## src/rtl/keypad_pkg.sv

```systemverilog
// keypad_pkg: shared definitions for the keypad scanner slice.
//   state_e        scanner FSM state encoding
//   NUM_ROWS/COLS  matrix geometry
//   KEY_STAR/HASH  named key codes ({row_idx, col_idx})
//   col_drive()    column index -> one-hot active-low column drive pattern
package keypad_pkg;

   typedef enum logic [1:0] {
      SCAN     = 2'd0,
      DEBOUNCE = 2'd1,
      HELD     = 2'd2,
      RELEASE  = 2'd3
   } state_e;

   localparam int unsigned NUM_ROWS = 4;
   localparam int unsigned NUM_COLS = 4;

   localparam logic [3:0] KEY_STAR = 4'hC;
   localparam logic [3:0] KEY_HASH = 4'hE;

   function automatic logic [NUM_COLS-1:0] col_drive(input logic [1:0] idx);
      logic [NUM_COLS-1:0] one_hot;
      one_hot      = '0;
      one_hot[idx] = 1'b1;
      return ~one_hot;
   endfunction

endpackage

```

## src/rtl/keypad_scanner_if.sv

```systemverilog
// keypad_scanner_if: groups the scan-tick input, the keypad matrix lines and the
// key report outputs of keypad_scanner.
//   scan_tick  one-clk scan advance pulse from the prescaler
//   row_n      keypad rows, active-low
//   col_n      keypad column drive, one-hot active-low
//   key_code   last accepted key {row_idx, col_idx}
//   key_valid  one-clk pulse per accepted press
//   key_held   high while the accepted key is held
// Modports: master = the scanner, slave = its environment (prescaler, keypad, lock FSM).
interface keypad_scanner_if;

   logic       scan_tick;
   logic [3:0] row_n;
   logic [3:0] col_n;
   logic [3:0] key_code;
   logic       key_valid;
   logic       key_held;

   modport master (
      input  scan_tick,
      input  row_n,
      output col_n,
      output key_code,
      output key_valid,
      output key_held
   );

   modport slave (
      output scan_tick,
      output row_n,
      input  col_n,
      input  key_code,
      input  key_valid,
      input  key_held
   );

endinterface

```

## src/rtl/keypad_row_encoder.sv

```systemverilog
// keypad_row_encoder: combinational priority encoder for the active-low rows.
//   row_n    in   keypad rows, active-low
//   hit      out  at least one row is low
//   row_idx  out  lowest low row index (0 when no hit)
//   multi    out  two or more rows low (ghosting / multiple keys in one column)
module keypad_row_encoder
   import keypad_pkg::*;
(
   input  logic [NUM_ROWS-1:0] row_n,
   output logic                hit,
   output logic [1:0]          row_idx,
   output logic                multi
);

   always_comb begin
      hit     = 1'b0;
      row_idx = '0;
      multi   = 1'b0;
      for (int unsigned i = 0; i < NUM_ROWS; i++) begin
         if (!row_n[i]) begin
            if (hit) begin
               multi = 1'b1;
            end else begin
               row_idx = 2'(i);
            end
            hit = 1'b1;
         end
      end
   end

endmodule

```

## src/rtl/keypad_scanner.sv

```systemverilog
// keypad_scanner: scans a 4x4 active-low keypad one column per scan_tick,
// debounces presses and releases, and reports one key code per physical press.
//   clk        system clock
//   reset      asynchronous, active-high reset
//   kp         keypad_scanner_if.master: scan_tick, row_n in; col_n, key_code,
//              key_valid, key_held out
// Parameter DEBOUNCE_TICKS (2..15): matching ticks needed to accept a press or release.
// Build option KEYPAD_GHOST_REJECT_EN: a column reading with two or more rows low
// never starts or continues a press debounce (it still counts as "key present"
// once a key is held).
// Rows are sampled on the tick after a column change, so the lines have a full
// tick period to settle before they are read.
module keypad_scanner
   import keypad_pkg::*;
#(
   parameter int unsigned DEBOUNCE_TICKS = 4
)(
   input logic              clk,
   input logic              reset,
   keypad_scanner_if.master kp
);

   localparam int unsigned        CNT_W    = $clog2(DEBOUNCE_TICKS + 1);
   localparam logic [CNT_W-1:0]   CNT_ONE  = CNT_W'(1);
   localparam logic [CNT_W-1:0]   CNT_LAST = CNT_W'(DEBOUNCE_TICKS - 1);

   logic       row_hit;
   logic [1:0] row_idx;
   logic       key_ok;

`ifdef KEYPAD_GHOST_REJECT_EN
   logic row_multi;

   keypad_row_encoder u_row_enc (
      .row_n   (kp.row_n),
      .hit     (row_hit),
      .row_idx (row_idx),
      .multi   (row_multi)
   );

   assign key_ok = row_hit & ~row_multi;
`else
   logic row_multi_unused;

   keypad_row_encoder u_row_enc (
      .row_n   (kp.row_n),
      .hit     (row_hit),
      .row_idx (row_idx),
      .multi   (row_multi_unused)
   );

   assign key_ok = row_hit;
`endif

   state_e                state_q,     state_d;
   logic [1:0]            col_idx_q,   col_idx_d;
   logic [NUM_COLS-1:0]   col_n_q,     col_n_d;
   logic [3:0]            cand_q,      cand_d;
   logic [CNT_W-1:0]      deb_cnt_q,   deb_cnt_d;
   logic [3:0]            key_code_q,  key_code_d;
   logic                  key_valid_q, key_valid_d;
   logic                  key_held_q,  key_held_d;

   logic [3:0] code_now;
   assign code_now = {row_idx, col_idx_q};

   always_comb begin
      state_d     = state_q;
      col_idx_d   = col_idx_q;
      col_n_d     = col_n_q;
      cand_d      = cand_q;
      deb_cnt_d   = deb_cnt_q;
      key_code_d  = key_code_q;
      key_valid_d = 1'b0;
      key_held_d  = key_held_q;

      if (kp.scan_tick) begin
         unique case (state_q)
            SCAN: begin
               if (key_ok) begin
                  cand_d    = code_now;
                  deb_cnt_d = CNT_ONE;
                  state_d   = DEBOUNCE;
               end else begin
                  col_idx_d = col_idx_q + 2'd1;
                  col_n_d   = col_drive(col_idx_q + 2'd1);
               end
            end
            DEBOUNCE: begin
               if (key_ok && (code_now == cand_q)) begin
                  // Accept on the edge that would make the count reach the
                  // limit, so the counter itself never holds DEBOUNCE_TICKS.
                  if (deb_cnt_q == CNT_LAST) begin
                     key_code_d  = cand_q;
                     key_valid_d = 1'b1;
                     key_held_d  = 1'b1;
                     deb_cnt_d   = '0;
                     state_d     = HELD;
                  end else begin
                     deb_cnt_d = deb_cnt_q + CNT_ONE;
                  end
               end else begin
                  // Column stays put so the same key can be re-detected.
                  deb_cnt_d = '0;
                  state_d   = SCAN;
               end
            end
            HELD: begin
               if (!row_hit) begin
                  deb_cnt_d = CNT_ONE;
                  state_d   = RELEASE;
               end
            end
            RELEASE: begin
               if (row_hit) begin
                  deb_cnt_d = '0;
                  state_d   = HELD;
               end else if (deb_cnt_q == CNT_LAST) begin
                  key_held_d = 1'b0;
                  deb_cnt_d  = '0;
                  col_idx_d  = col_idx_q + 2'd1;
                  col_n_d    = col_drive(col_idx_q + 2'd1);
                  state_d    = SCAN;
               end else begin
                  deb_cnt_d = deb_cnt_q + CNT_ONE;
               end
            end
            default: begin
               state_d = SCAN;
            end
         endcase
      end
   end

   always_ff @(posedge clk or posedge reset) begin
      if (reset) begin
         state_q     <= SCAN;
         col_idx_q   <= '0;
         col_n_q     <= 4'b1110;
         cand_q      <= '0;
         deb_cnt_q   <= '0;
         key_code_q  <= '0;
         key_valid_q <= 1'b0;
         key_held_q  <= 1'b0;
      end else begin
         state_q     <= state_d;
         col_idx_q   <= col_idx_d;
         col_n_q     <= col_n_d;
         cand_q      <= cand_d;
         deb_cnt_q   <= deb_cnt_d;
         key_code_q  <= key_code_d;
         key_valid_q <= key_valid_d;
         key_held_q  <= key_held_d;
      end
   end

   assign kp.col_n     = col_n_q;
   assign kp.key_code  = key_code_q;
   assign kp.key_valid = key_valid_q;
   assign kp.key_held  = key_held_q;

endmodule

```

## src/flat_wrapper.sv

```systemverilog
// flat-port wrapper written by rule: the top's interface ports become plain ports
module keypad_scanner_flat import keypad_pkg::*;
#(
   parameter int unsigned DEBOUNCE_TICKS = 4
)
  (clk, reset, kp_scan_tick, kp_row_n, kp_col_n, kp_key_code, kp_key_valid, kp_key_held);
  keypad_scanner_if kp_i ();
  input logic clk;
  input logic reset;
  input wire logic [$bits(kp_i.scan_tick)-1:0] kp_scan_tick;
  input wire logic [$bits(kp_i.row_n)-1:0] kp_row_n;
  output wire logic [$bits(kp_i.col_n)-1:0] kp_col_n;
  output wire logic [$bits(kp_i.key_code)-1:0] kp_key_code;
  output wire logic [$bits(kp_i.key_valid)-1:0] kp_key_valid;
  output wire logic [$bits(kp_i.key_held)-1:0] kp_key_held;
  assign kp_i.scan_tick = kp_scan_tick;
  assign kp_i.row_n = kp_row_n;
  assign kp_col_n = kp_i.col_n;
  assign kp_key_code = kp_i.key_code;
  assign kp_key_valid = kp_i.key_valid;
  assign kp_key_held = kp_i.key_held;
  keypad_scanner #(.DEBOUNCE_TICKS(DEBOUNCE_TICKS)) u_core (.clk(clk), .reset(reset), .kp(kp_i));
endmodule
```

## config.mk

```make
export PLATFORM = sky130hd
export DESIGN_NAME = keypad_scanner_flat
export DESIGN_NICKNAME = d
export VERILOG_FILES = /design/src/rtl/keypad_pkg.sv /design/src/rtl/keypad_scanner_if.sv /design/src/rtl/keypad_row_encoder.sv /design/src/rtl/keypad_scanner.sv /design/src/flat_wrapper.sv
export SDC_FILE = /design/constraint.sdc
export NUM_CORES = 1
export LEC_CHECK = 0
export ABC_AREA = 1
export CORE_ASPECT_RATIO = 1.75
export CORE_MARGIN = 4
export CORE_UTILIZATION = 40
export CTS_BUF_LIST = sky130_fd_sc_hd__clkbuf_4 sky130_fd_sc_hd__clkbuf_8
export DETAILED_ROUTE_END_ITERATION = 10
export DONT_BUFFER_PORTS = 1
export GPL_ROUTABILITY_DRIVEN = 0
export SYNTH_ARGS = -nofsm -noshare
export SYNTH_HDL_FRONTEND = slang
export SYNTH_SLANG_ARGS = --single-unit
```

## constraint.sdc

```tcl
create_clock -name clk -period 1.7 [get_ports clk]
set_input_delay 0.34 -clock clk [delete_from_list [all_inputs] [get_ports clk]]
set_output_delay 0.34 -clock clk [all_outputs]
set_load 0.02 [all_outputs]
```

---- Yosys cells after proc, flatten, opt, wreduce, memory -nomap -nowiden ----
Index checks and enable logic that the tools add are counted.
word-level totals
  register bits ........................... 21
  logic and storage cells ................. 80
  input port bits ......................... 7
  output and inout port bits .............. 10
operators by class
  multiplexer cells ....................... 42
  equality and inequality tests ........... 14
  reduce and logical (&&, ||, !) cells .... 11
  $add $sub $neg .......................... 2
  magnitude comparators ................... 2
  bitwise logic cells ..................... 1
operators with widths
  cell                   number
  $mux W2                13
  $mux W1                15
  $mux W3                5
  $mux W4                3
  $pmux W3 S4            1
  $reduce_and A5 Y1      2
  $ne A2 B1 Y1 const B   4
  $pmux W2 S4            1
  $pmux W4 S2            1
  $ne A2 B2 Y1 const B   3
  $reduce_and A3 Y1      2
  $reduce_and A6 Y1      1
  $eq A2 B2 Y1 const B   2
  $eq A4 B4 Y1           1
  $not A4 Y4             1
  $pmux W2 S2            1
  $reduce_and A4 Y1      1
  $reduce_bool A2 Y1     2
  $add A3 B1 Y3 const B  1
  $eq A3 B2 Y1 const B   1
  $lt A2 B3 Y1 const B   1
  $ne A3 B1 Y1 const B   1
  $ne A3 B3 Y1 const B   1
  $add A2 B1 Y2 const B  1
  6 further kinds        7

---- Logic depth before layout (Yosys ltp) ----
Gate-level depths: netlist (run 1).
  depth after elaboration ................. 11
  mapped depth ............................ 11
  depth with buffers taken out ............ 11

---- Modules after synthesis ----
From an unflattened synthesis (run 1), not the netlist that was laid out.
unflattened totals
  cells, all modules ...................... 153
  area, all modules ....................... 1164.9 um2
modules (own cells, without submodules)
  module              instances  area each (um2)  cells each  sequential area each (um2)
  keypad_scanner      1          1111.1           140         529.3
  keypad_row_encoder  1          53.8             13          0.0

---- Least setup slack after synthesis (run 1) ----
OpenSTA, ideal clock, no wires.
  path type ............................... input to register
  start point ............................. input port kp_row_n[3]
  end point ............................... register u_core.key_code_q[0] (netlist: u_core.kp.key_code[0])
  library setup time ...................... 0.118 ns
  arrival time ............................ 1.177 ns
  required time ........................... 1.582 ns
  path slack .............................. 0.405 ns
  path buffers ............................ 0
  stages on the path ...................... 10
  cells stage by stage .................... nand2_1 -> inv_1 -> nand2_1 -> nand3_1 -> nor2_2 -> nand3_2 -> clkinv_2 -> nand2_4 -> nand2_1 -> o21ai_2
between the ends
  longest elaborated chain between the ends .. 4
  elaborated cells on any way between the ends .. 5
  classes of those cells .................. eq/ne: 1; mux: 2; reduce/logical: 2
ends and longest elaborated chain
  element                                 line                      source
  start, declared                         flat_wrapper.sv:11        input wire logic [$bits(kp_i.row_n)-1:0] kp_row_n;
  $mux W2                                 keypad_row_encoder.sv:20  if (!row_n[i]) begin
  $eq A4 B4 Y1                            keypad_scanner.sv:90      if (key_ok && (code_now == cand_q)) begin
  $logic_and A1 B1 Y1 (*)                 keypad_scanner.sv:90
  $reduce_and A4 Y1 (no source line) (*)  -
  end signal, assigned                    keypad_scanner.sv:151     key_code_q <= key_code_d;
  end, declared                           keypad_scanner.sv:60      logic [3:0] key_code_q, key_code_d;
Every way passes the cells marked *; elsewhere a longest branch is shown, timed or not.
A chain may end at the register's enable or synchronous reset.

---- Worst setup path in the final report (run 1) ----
  start point ............................. register u_core.deb_cnt_q[0]
  end point ............................... register u_core.key_held_q (netlist: u_core.kp.key_held)
between the ends
  longest elaborated chain between the ends .. 3
  elaborated cells on any way between the ends .. 4
  classes of those cells .................. eq/ne: 3; reduce/logical: 1
ends and longest elaborated chain
  element                                 line                                         source
  start, declared                         keypad_scanner.sv:59                         logic [CNT_W-1:0] deb_cnt_q, deb_cnt_d;
  start signal, assigned                  keypad_scanner.sv:150                        deb_cnt_q <= deb_cnt_d;
  $eq A3 B2 Y1 (*)                        keypad_scanner.sv:93, keypad_scanner.sv:118
  $ne A2 B1 Y1 (no source line)           -
  $reduce_and A6 Y1 (no source line) (*)  -
  end signal, assigned                    keypad_scanner.sv:153                        key_held_q <= key_held_d;
  end, declared                           keypad_scanner.sv:62                         logic key_held_q, key_held_d;
Marks and branches as above.

==> impl_metrics.toml, run 1 <==
[status]
status = "complete, no violations"

[setup_path]
arrival_ns = 1.63
cp_max_fo = 5
criticalPathCategory = "flip-flop to flip-flop"
worstPathRequired_ns = 1.85
reg2reg_depth = 7
crit_path_end_kind = "flip-flop"
cp-start-kind = "flip-flop"

[layout]
instances_no_fill = 172
fillCellCount = 264
nets = 158
multi_input_area_um2 = 531
seq_area_um2 = 529
diodes = 0
syn_to_final_growth_pct = 9.28
drive_gt1_frac = 0.179

[sta]
period_needed_ns = 1.49
fin_setup_tns_ns = 0
fmax_mhz = 673
slew_violations = 0
fin_crit_sh = 0.874
rsz0062_at_grt = "no"
hold_viol_final = 0
max_slew.worst_pin.slew_ns = 0.328
skew_ns = 0.00175
worst_slack_ns = 0.215
setup_violations = 0
slew_headroom = 0.780
hold_slack_ns = 0.268

[synth]
synth_enable_flop_cells = 0
ys_seq_elements = 21
synth_cell_types = 26
synth.top_cell.area_share = 0.398
syn_inst = 139
ys_seq_area_frac = 0.467
synthTopCellsByArea = "dfrtp_1, nand2_1, dfstp_2, ha_1, inv_1"
syn_area_per_cell_um2 = 8.15
synth_nets = 151
synth_largest_area_cell = "dfrtp_1"
yosys_most_used_dff = "dfrtp_1"
synth_common_cells = "nand2_1, dfrtp_1, inv_1"
yosys_warnings = 0
yosysMostFrequentCell = "nand2_1"
syn_area_um2 = 1130
synth-async-reset-ratio = 1.00

[die]
die_area_um2 = 3780
ioPinCount = 17
die_w_um = 48.2
fp.coreArea_um2 = 2720
die_y_um = 78.4
initial_core_util = 0.416
rows = 25

[global_routing]
grt_usage = 0.137
antenna_found_initial = 0
grt_max_degree = 22
grt_pass1_wl_um = 3810
grt_pass1_vias = 850
grt-ovfl-total = 0

[clock_network]
clkTransAtPathRegs_ns = 0.08
numCtsBuffers = 3
post-cts-setup-buffer-count = 0
cts_max_level = 1
clockBufferDepth = 2
cts_tree = "built"
clk-insertion-delay-late_ns = 0.26
cts_root_buf = "clkbuf_8"
clock-sinks = 21

[power_and_ir_drop]
ir_worst_vdd_uv = 831
totalPowerFinal_uw = 1820
leakage_uw = 0.000651
power_density_nw_per_um2 = 1470

[placement]
pre_cts_ws_ns = 0.134
port-buffer-count = 0
dp_hpwl_um = 1750
numPlacedInstances = 167

[detailed_routing]
drt-total-wl_um = 2250
via_count = 872
drcViolationCount = 0
viasPerCell = 5.07
drtIter0Drc = 31
ant_nets = 0
drtPass1Iterations = 4
wl_per_cell_um = 13.1

[run]
maxCapViolations = 0

[min_path]
min_path_cells = 2
holdCritPathClass = "primary input to flip-flop"
==> placed cells by master, fill, tap and decap left out <==
cell,Yosys,final
dlygate4sd3_1,0,1
nor2_1,6,6
nand3_1,8,7
o21ai_1,4,4
nor3_1,1,1
xor2_1,1,1
xnor2_1,1,1
dfstp_2,3,3
and2_1,1,1
nor2_2,3,3
nand3_2,3,4
nand2_4,1,1
nand4_1,1,1
clkbuf_8,0,3
dfrtp_1,18,18
nand2_1,44,44
nand2_2,2,2
o21ai_0,10,10
o21a_1,1,1
nor3_2,1,1
nor3_4,1,1
buf_4,0,2
a21oi_1,3,3
clkinv_2,1,2
inv_2,3,3
inv_1,15,15
o21ai_2,1,1
ha_1,5,5
==> routing by layer <==
layer / vias up / track usage / share of wire
li1: 445 / - / -
met1: 399 / 0.162 / 0.40
met2: 21 / 0.228 / 0.53
met3: 7 / 0.0206 / 0.046
met4: 0 / 0.0620 / 0.023
met5: - / 0 / 0
==> final timing paths <==
path,start,to,slack [ns]
max in group asynchronous,reset,u_core.kp.col_n[3],0.89
min in group asynchronous,reset,u_core.cand_q[2],0.54
min,kp_row_n[0],u_core.cand_q[2],0.27
max reg2reg,u_core.deb_cnt_q[0],u_core.kp.key_held,0.21
max,u_core.deb_cnt_q[0],u_core.kp.key_held,0.21
min reg2reg,u_core.deb_cnt_q[1],u_core.deb_cnt_q[1],0.50
==> cell type report <==
cell class                      count  share of cell area
Clock inverter                      1             0.00404
Inverter                           19              0.0586
Tap cell                           27              0.0273
Clock buffer                        3              0.0334
Timing Repair Buffer                3              0.0202
Multi-Input combinational cell     98               0.429
Sequential cell                    21               0.428
==> critical path: stages (launching register included) <==
cell	delay (ns)
dfrtp_1	0.38
ha_1	0.18
nand2_1	0.13
nor2_1	0.27
o21a_1	0.18
nand3_1	0.07
nand2_1	0.08
nand2_1	0.08
==> timing repair <==
item	4_1_cts	5_1_grt
setup endpoints to repair	0	6
hold endpoints to repair	14	0
resized for setup	0	1
hold buffers	1	0
==> metrics by stage <==
step	cell area [µm²]	util
global placement	1180	0.432
CTS	1230	0.453
floorplan	1130	-
finish	1240	0.455
global route	1240	0.455
detailed placement	1180	0.432
==> flip-flops by register name, indices dropped and copies added, names as in the netlist <==
register             flops
u_core.cand_q            4
u_core.kp.key_code       4
u_core.kp.col_n          4
u_core.kp.key_held       1
u_core.col_idx_q         2
u_core.kp.key_valid      1
u_core.state_q           2
u_core.deb_cnt_q         3
==> power breakdown <==
group / switching, µW / total, µW / internal [µW] / leakage (µW)
Sequential: 181 / 854 / 673 / 0.000264
Clock: 170 / 334 / 164 / 0.0000255
Combinational: 400 / 634 / 234 / 0.000361
==> kinds of logic (layout without fill, tap and decap cells) <==
logic type,after synthesis,count (layout),synth area share
xor gates and xnor gates,2,2,0.0155
adders and majority gates,5,5,0.0552
buffers and inverters,20,26,0.0685
and+or+nand+nor,72,72,0.304
DFF,21,21,0.467
AOI/OAI and AO/OA,19,19,0.0895
(Power assumes the default switching activity.)
==> run 2, diff against run 1 <==
Settings changed: ABC_CLOCK_PERIOD_IN_PS set to 1700, MAX_ROUTING_LAYER set to met4.
==> run 2 against run 1 <==
  * Fmax decreased by 0.21%
  * Power about the same
  * Non-clock buffer count unchanged
  * Wire length increased by 0.44%
  * Register-to-register slack about the same
  * Critical endpoint unchanged
==> impl_metrics.toml, run 2 (synthesized netlist as in run 1, its figures left out) <==
[detailed_routing]
top_layer = "met4"
wl_per_cell_um = 13.1
drt-total-wl_um = 2260
drtIter0Drc = 31
via_count = 885
drtPass1Iterations = 5
ant_nets = 0
wl_met3_um = 124
viasPerCell = 5.15
drcViolationCount = 0
routed-wl-met2_um = 1210
wl_met1_um = 871

[clock_network]
clock-sinks = 21
clkTransAtPathRegs_ns = 0.08
post-cts-setup-buffer-count = 0
clk-insertion-delay-late_ns = 0.26
numCtsBuffers = 3
cts_tree = "built"
cts_root_buf = "clkbuf_8"
clockBufferDepth = 2
cts_max_level = 1

[sta]
slew_violations = 0
period_needed_ns = 1.49
fmax_mhz = 672
setup_violations = 0
hold_slack_ns = 0.268
hold_viol_final = 0
fin_setup_tns_ns = 0
fin_crit_sh = 0.876
slew_headroom = 0.780
max_slew.worst_pin.slew_ns = 0.328
worst_slack_ns = 0.212
rsz0062_at_grt = "no"
skew_ns = 0.00172

[placement]
pre_cts_ws_ns = 0.134
dp_hpwl_um = 1750
port-buffer-count = 0
numPlacedInstances = 167

[die]
fp.coreArea_um2 = 2720
die_y_um = 78.4
die_area_um2 = 3780
rows = 25
die_w_um = 48.2
initial_core_util = 0.416
ioPinCount = 17

[layout]
drive_gt1_frac = 0.179
syn_to_final_growth_pct = 9.28
layout_commonest_cell = "nand2_1"
instances_no_fill = 172
nets = 158
diodes = 0
final_cell_mix = "nand2_1, dfrtp_1, inv_1"

[global_routing]
grt_usage = 0.141
grt_max_degree = 22
antenna_found_initial = 0
grt-ovfl-total = 0
grt_pass1_vias = 849
grt_pass1_wl_um = 3820

[status]
status = "complete, no violations"

[setup_path]
arrival_ns = 1.64
cp_max_fo = 5
crit_path_end_kind = "flip-flop"
criticalPathCategory = "flip-flop to flip-flop"
worstPathRequired_ns = 1.85
cp-start-kind = "flip-flop"

[power_and_ir_drop]
leakage_uw = 0.000651
totalPowerFinal_uw = 1820
power_density_nw_per_um2 = 1470
ir_worst_vdd_uv = 831

[run]
maxCapViolations = 0

[min_path]
holdCritPathClass = "primary input to flip-flop"
## run 2: cell counts in the layout (fill, tap and decap cells not counted)
Identical to the previous run, type by type.
## run 2: final timing paths
kind                                     start                   to  slack [ns]  cells after the start
setup / recovery           u_core.deb_cnt_q[0]   u_core.kp.key_held        0.21                      7
hold / removal                     kp_row_n[0]     u_core.cand_q[2]        0.27                      2
setup reg to reg           u_core.deb_cnt_q[0]   u_core.kp.key_held        0.21                      7
hold reg to reg            u_core.deb_cnt_q[1]  u_core.deb_cnt_q[1]        0.50                      2
max in group asynchronous                reset   u_core.kp.col_n[3]        0.89                      3
min in group asynchronous                reset     u_core.cand_q[2]        0.54                      3
## run 2: layout make-up
cell class,instances,area [µm²]
clock inverters,1,5.00
fillers,264,1480
well taps,27,33.8
flip-flops and latches,21,529
inverters,19,72.6
multi-input cells,98,531
clock buffers,3,41.3
repair buffers,3,25.0
## run 2: power breakdown
part           total, µW  switching [µW]  internal (µW)
clock                334             170            164
sequential           855             182            673
combinational        635             401            234
## run 2: metal layers
| layer | track usage | vias to the layer above |
|---|---|---|
| li1 | - | 445 |
| met1 | 0.162 | 404 |
| met2 | 0.228 | 29 |
| met3 | 0.0206 | 7 |
| met4 | 0.0620 | 0 |
| met5 | - | - |
## run 2: what timing repair did
| item | in CTS | in global routing |
|---|---|---|
| setup endpoints to repair | 0 | 6 |
| hold buffers | 1 | 0 |
| gates resized for setup | 0 | 1 |
| hold endpoints to repair | 14 | 0 |
## run 2: per-stage QoR
stage | area [µm²] | util
3_5_place_dp | 1180 | 0.432
2_1_floorplan | 1130 | -
5_1_grt | 1240 | 0.455
6_report | 1240 | 0.455
3_3_place_gp | 1180 | 0.432
4_1_cts | 1230 | 0.453
## run 2: critical path: stages (launching register included)
cell	delay, ns
dfrtp_1	0.38
ha_1	0.18
nand2_1	0.13
nor2_1	0.27
o21a_1	0.18
nand3_1	0.07
nand2_1	0.08
nand2_1	0.08
==> run 3, diff against run 2 <==
--- a/config.mk
+++ b/config.mk
@@ -15,4 +15,5 @@
 export DONT_BUFFER_PORTS = 1
 export GPL_ROUTABILITY_DRIVEN = 0
+export GPL_TIMING_DRIVEN = 0
 export MAX_ROUTING_LAYER = met4
 export SYNTH_ARGS = -nofsm -noshare
==> constraint.sdc (replaced) <==
create_clock -name clk -period 1.7 [get_ports clk]
set_input_delay 0.51 -clock clk [delete_from_list [all_inputs] [get_ports clk]]
set_output_delay 0.51 -clock clk [all_outputs]
set_load 0.02 [all_outputs]
==> run 3 against run 2 <==
  * Flip-flop and latch count unchanged
  * Cell count is 1.2% lower
  * Clock-buffer cell count grew 1
  * Power down 2.1%
  * Wire length down 9.4%
  * Sequential share of layout area up 0.79 points
  * First-iteration DRC count shrank 9.7%
  * Combinational power fell by 7.6%
  * Non-clock buffer count down 2
  * Final area down 1.8%
  * Fmax down 0.43%
==> impl_metrics.toml, run 3 (synthesized netlist as in run 1, its figures left out) <==
[power_and_ir_drop]
power_density_nw_per_um2 = 1470
ir_worst_vdd_uv = 700
leakage_uw = 0.000640
totalPowerFinal_uw = 1790

[detailed_routing]
drtPass1Iterations = 4
ant_nets = 0
wl_per_cell_um = 12.0
drcViolationCount = 0
viasPerCell = 4.87
drt-total-wl_um = 2050
drtIter0Drc = 28
via_count = 828

[sta]
fmax_mhz = 669
period_needed_ns = 1.49
skew_ns = 0.00623
worst_slack_ns = 0.205
setup_violations = 0
max_slew.worst_pin.slew_ns = 0.783
slew_violations = 0
slew_headroom = 0.478
fin_setup_tns_ns = 0
rsz0062_at_grt = "no"
hold_viol_final = 0
fin_crit_sh = 0.879

[setup_path]
worstPathRequired_ns = 1.85
cp-start-kind = "flip-flop"
crit_path_end_kind = "flip-flop"
criticalPathCategory = "flip-flop to flip-flop"
arrival_ns = 1.64
cp_max_fo = 10

[placement]
numPlacedInstances = 166
dp_hpwl_um = 1630
pre_cts_ws_ns = 0.0407
port-buffer-count = 0

[layout]
diodes = 0
layout_commonest_cell = "nand2_1"
final_util = 0.446
drive_gt1_frac = 0.168
syn_to_final_growth_pct = 7.29
nets = 156
final_cell_mix = "nand2_1, dfrtp_1, inv_1"
fillCellCount = 259
instances_no_fill = 170

[global_routing]
grt_pass1_wl_um = 3340
grt-busiest-layer = "met2"
met2_usage = 0.216
grtUsageMet1 = 0.128
use_met3 = 0.0206
grt-ovfl-total = 0
antenna_found_initial = 0
grt_max_degree = 22
grt_usage = 0.125
grt_pass1_vias = 803

[clock_network]
clkTransAtPathRegs_ns = 0.08
numCtsBuffers = 3
cts_max_level = 1
ctsResizeCount = 0
hold_buffers = 0
cts_tree = "built"
clock-sinks = 21
post-cts-setup-buffer-count = 0
cts_root_buf = "clkbuf_8"
clockBufferDepth = 2
clk-insertion-delay-late_ns = 0.26

[run]
maxCapViolations = 0

[min_path]
holdCritPathClass = "primary input to asynchronous set/reset pin"

[die]
rows = 25
ioPinCount = 17
fp.coreArea_um2 = 2720
die_w_um = 48.2
initial_core_util = 0.416
die_area_um2 = 3780
die_y_um = 78.4

[status]
status = "complete, no violations"
-- run 3: changes by cell type in the layout (fill, tap and decap cells not counted) --
cell           before  now
clkinv_2            2    1
clkbuf_4            0    1
nand3_1             7    8
buf_4               2    0
dlygate4sd3_1       1    0
buf_2               0    1
nand3_2             4    3
-- run 3: layout make-up --
class | instances | area [µm²] | area share
flip-flops and latches | 21 | 529 | 0.436
inverters | 19 | 72.6 | 0.0597
plain buffers | 1 | 5.00 | 0.00412
multi-input cells | 98 | 526 | 0.433
clock buffers | 4 | 48.8 | 0.0402
well taps | 27 | 33.8 | 0.0278
-- run 3: metal layers --
metal,part of all wire,up-vias
met1,0.39,363
met2,0.55,14
met3,0.037,6
met5,0,-
met4,0.016,0
li1,-,445
-- run 3: worst paths after layout --
check	from	endpoint	slack (ns)	cells past startpoint
setup / recovery	u_core.col_idx_q[1]	u_core.kp.key_code[3]	0.21	10
hold / removal	reset	u_core.kp.key_valid	0.28	1
setup reg to reg	u_core.col_idx_q[1]	u_core.kp.key_code[3]	0.21	10
hold reg to reg	u_core.deb_cnt_q[1]	u_core.deb_cnt_q[1]	0.49	2
max in group asynchronous	reset	u_core.col_idx_q[1]	0.93	1
min in group clk	kp_row_n[0]	u_core.cand_q[2]	0.45	2
-- run 3: critical path, stage by stage, from the launching register on --
cell and delay (ns):
dfrtp_1 0.44, inv_1 0.15, nand2_1 0.07, nand2_1 0.05, nand3_1 0.08, nor2_2 0.17
nand3_2 0.12, clkinv_2 0.08, nand2_4 0.09, nand2_1 0.08, o21ai_1 0.06
-- run 3: report_power, final --
group / internal, µW / switching [µW] / total (µW)
combinational: 214 / 373 / 587
clock: 183 / 156 / 339
sequential: 674 / 186 / 859
-- run 3: stage by stage --
stage	hold slack [ns]	area, µm²
2_1_floorplan	0.453	1130
3_3_place_gp	0.468	1170
3_5_place_dp	0.474	1170
4_1_cts	0.320	1210
5_1_grt	0.356	1210
6_report	0.276	1210
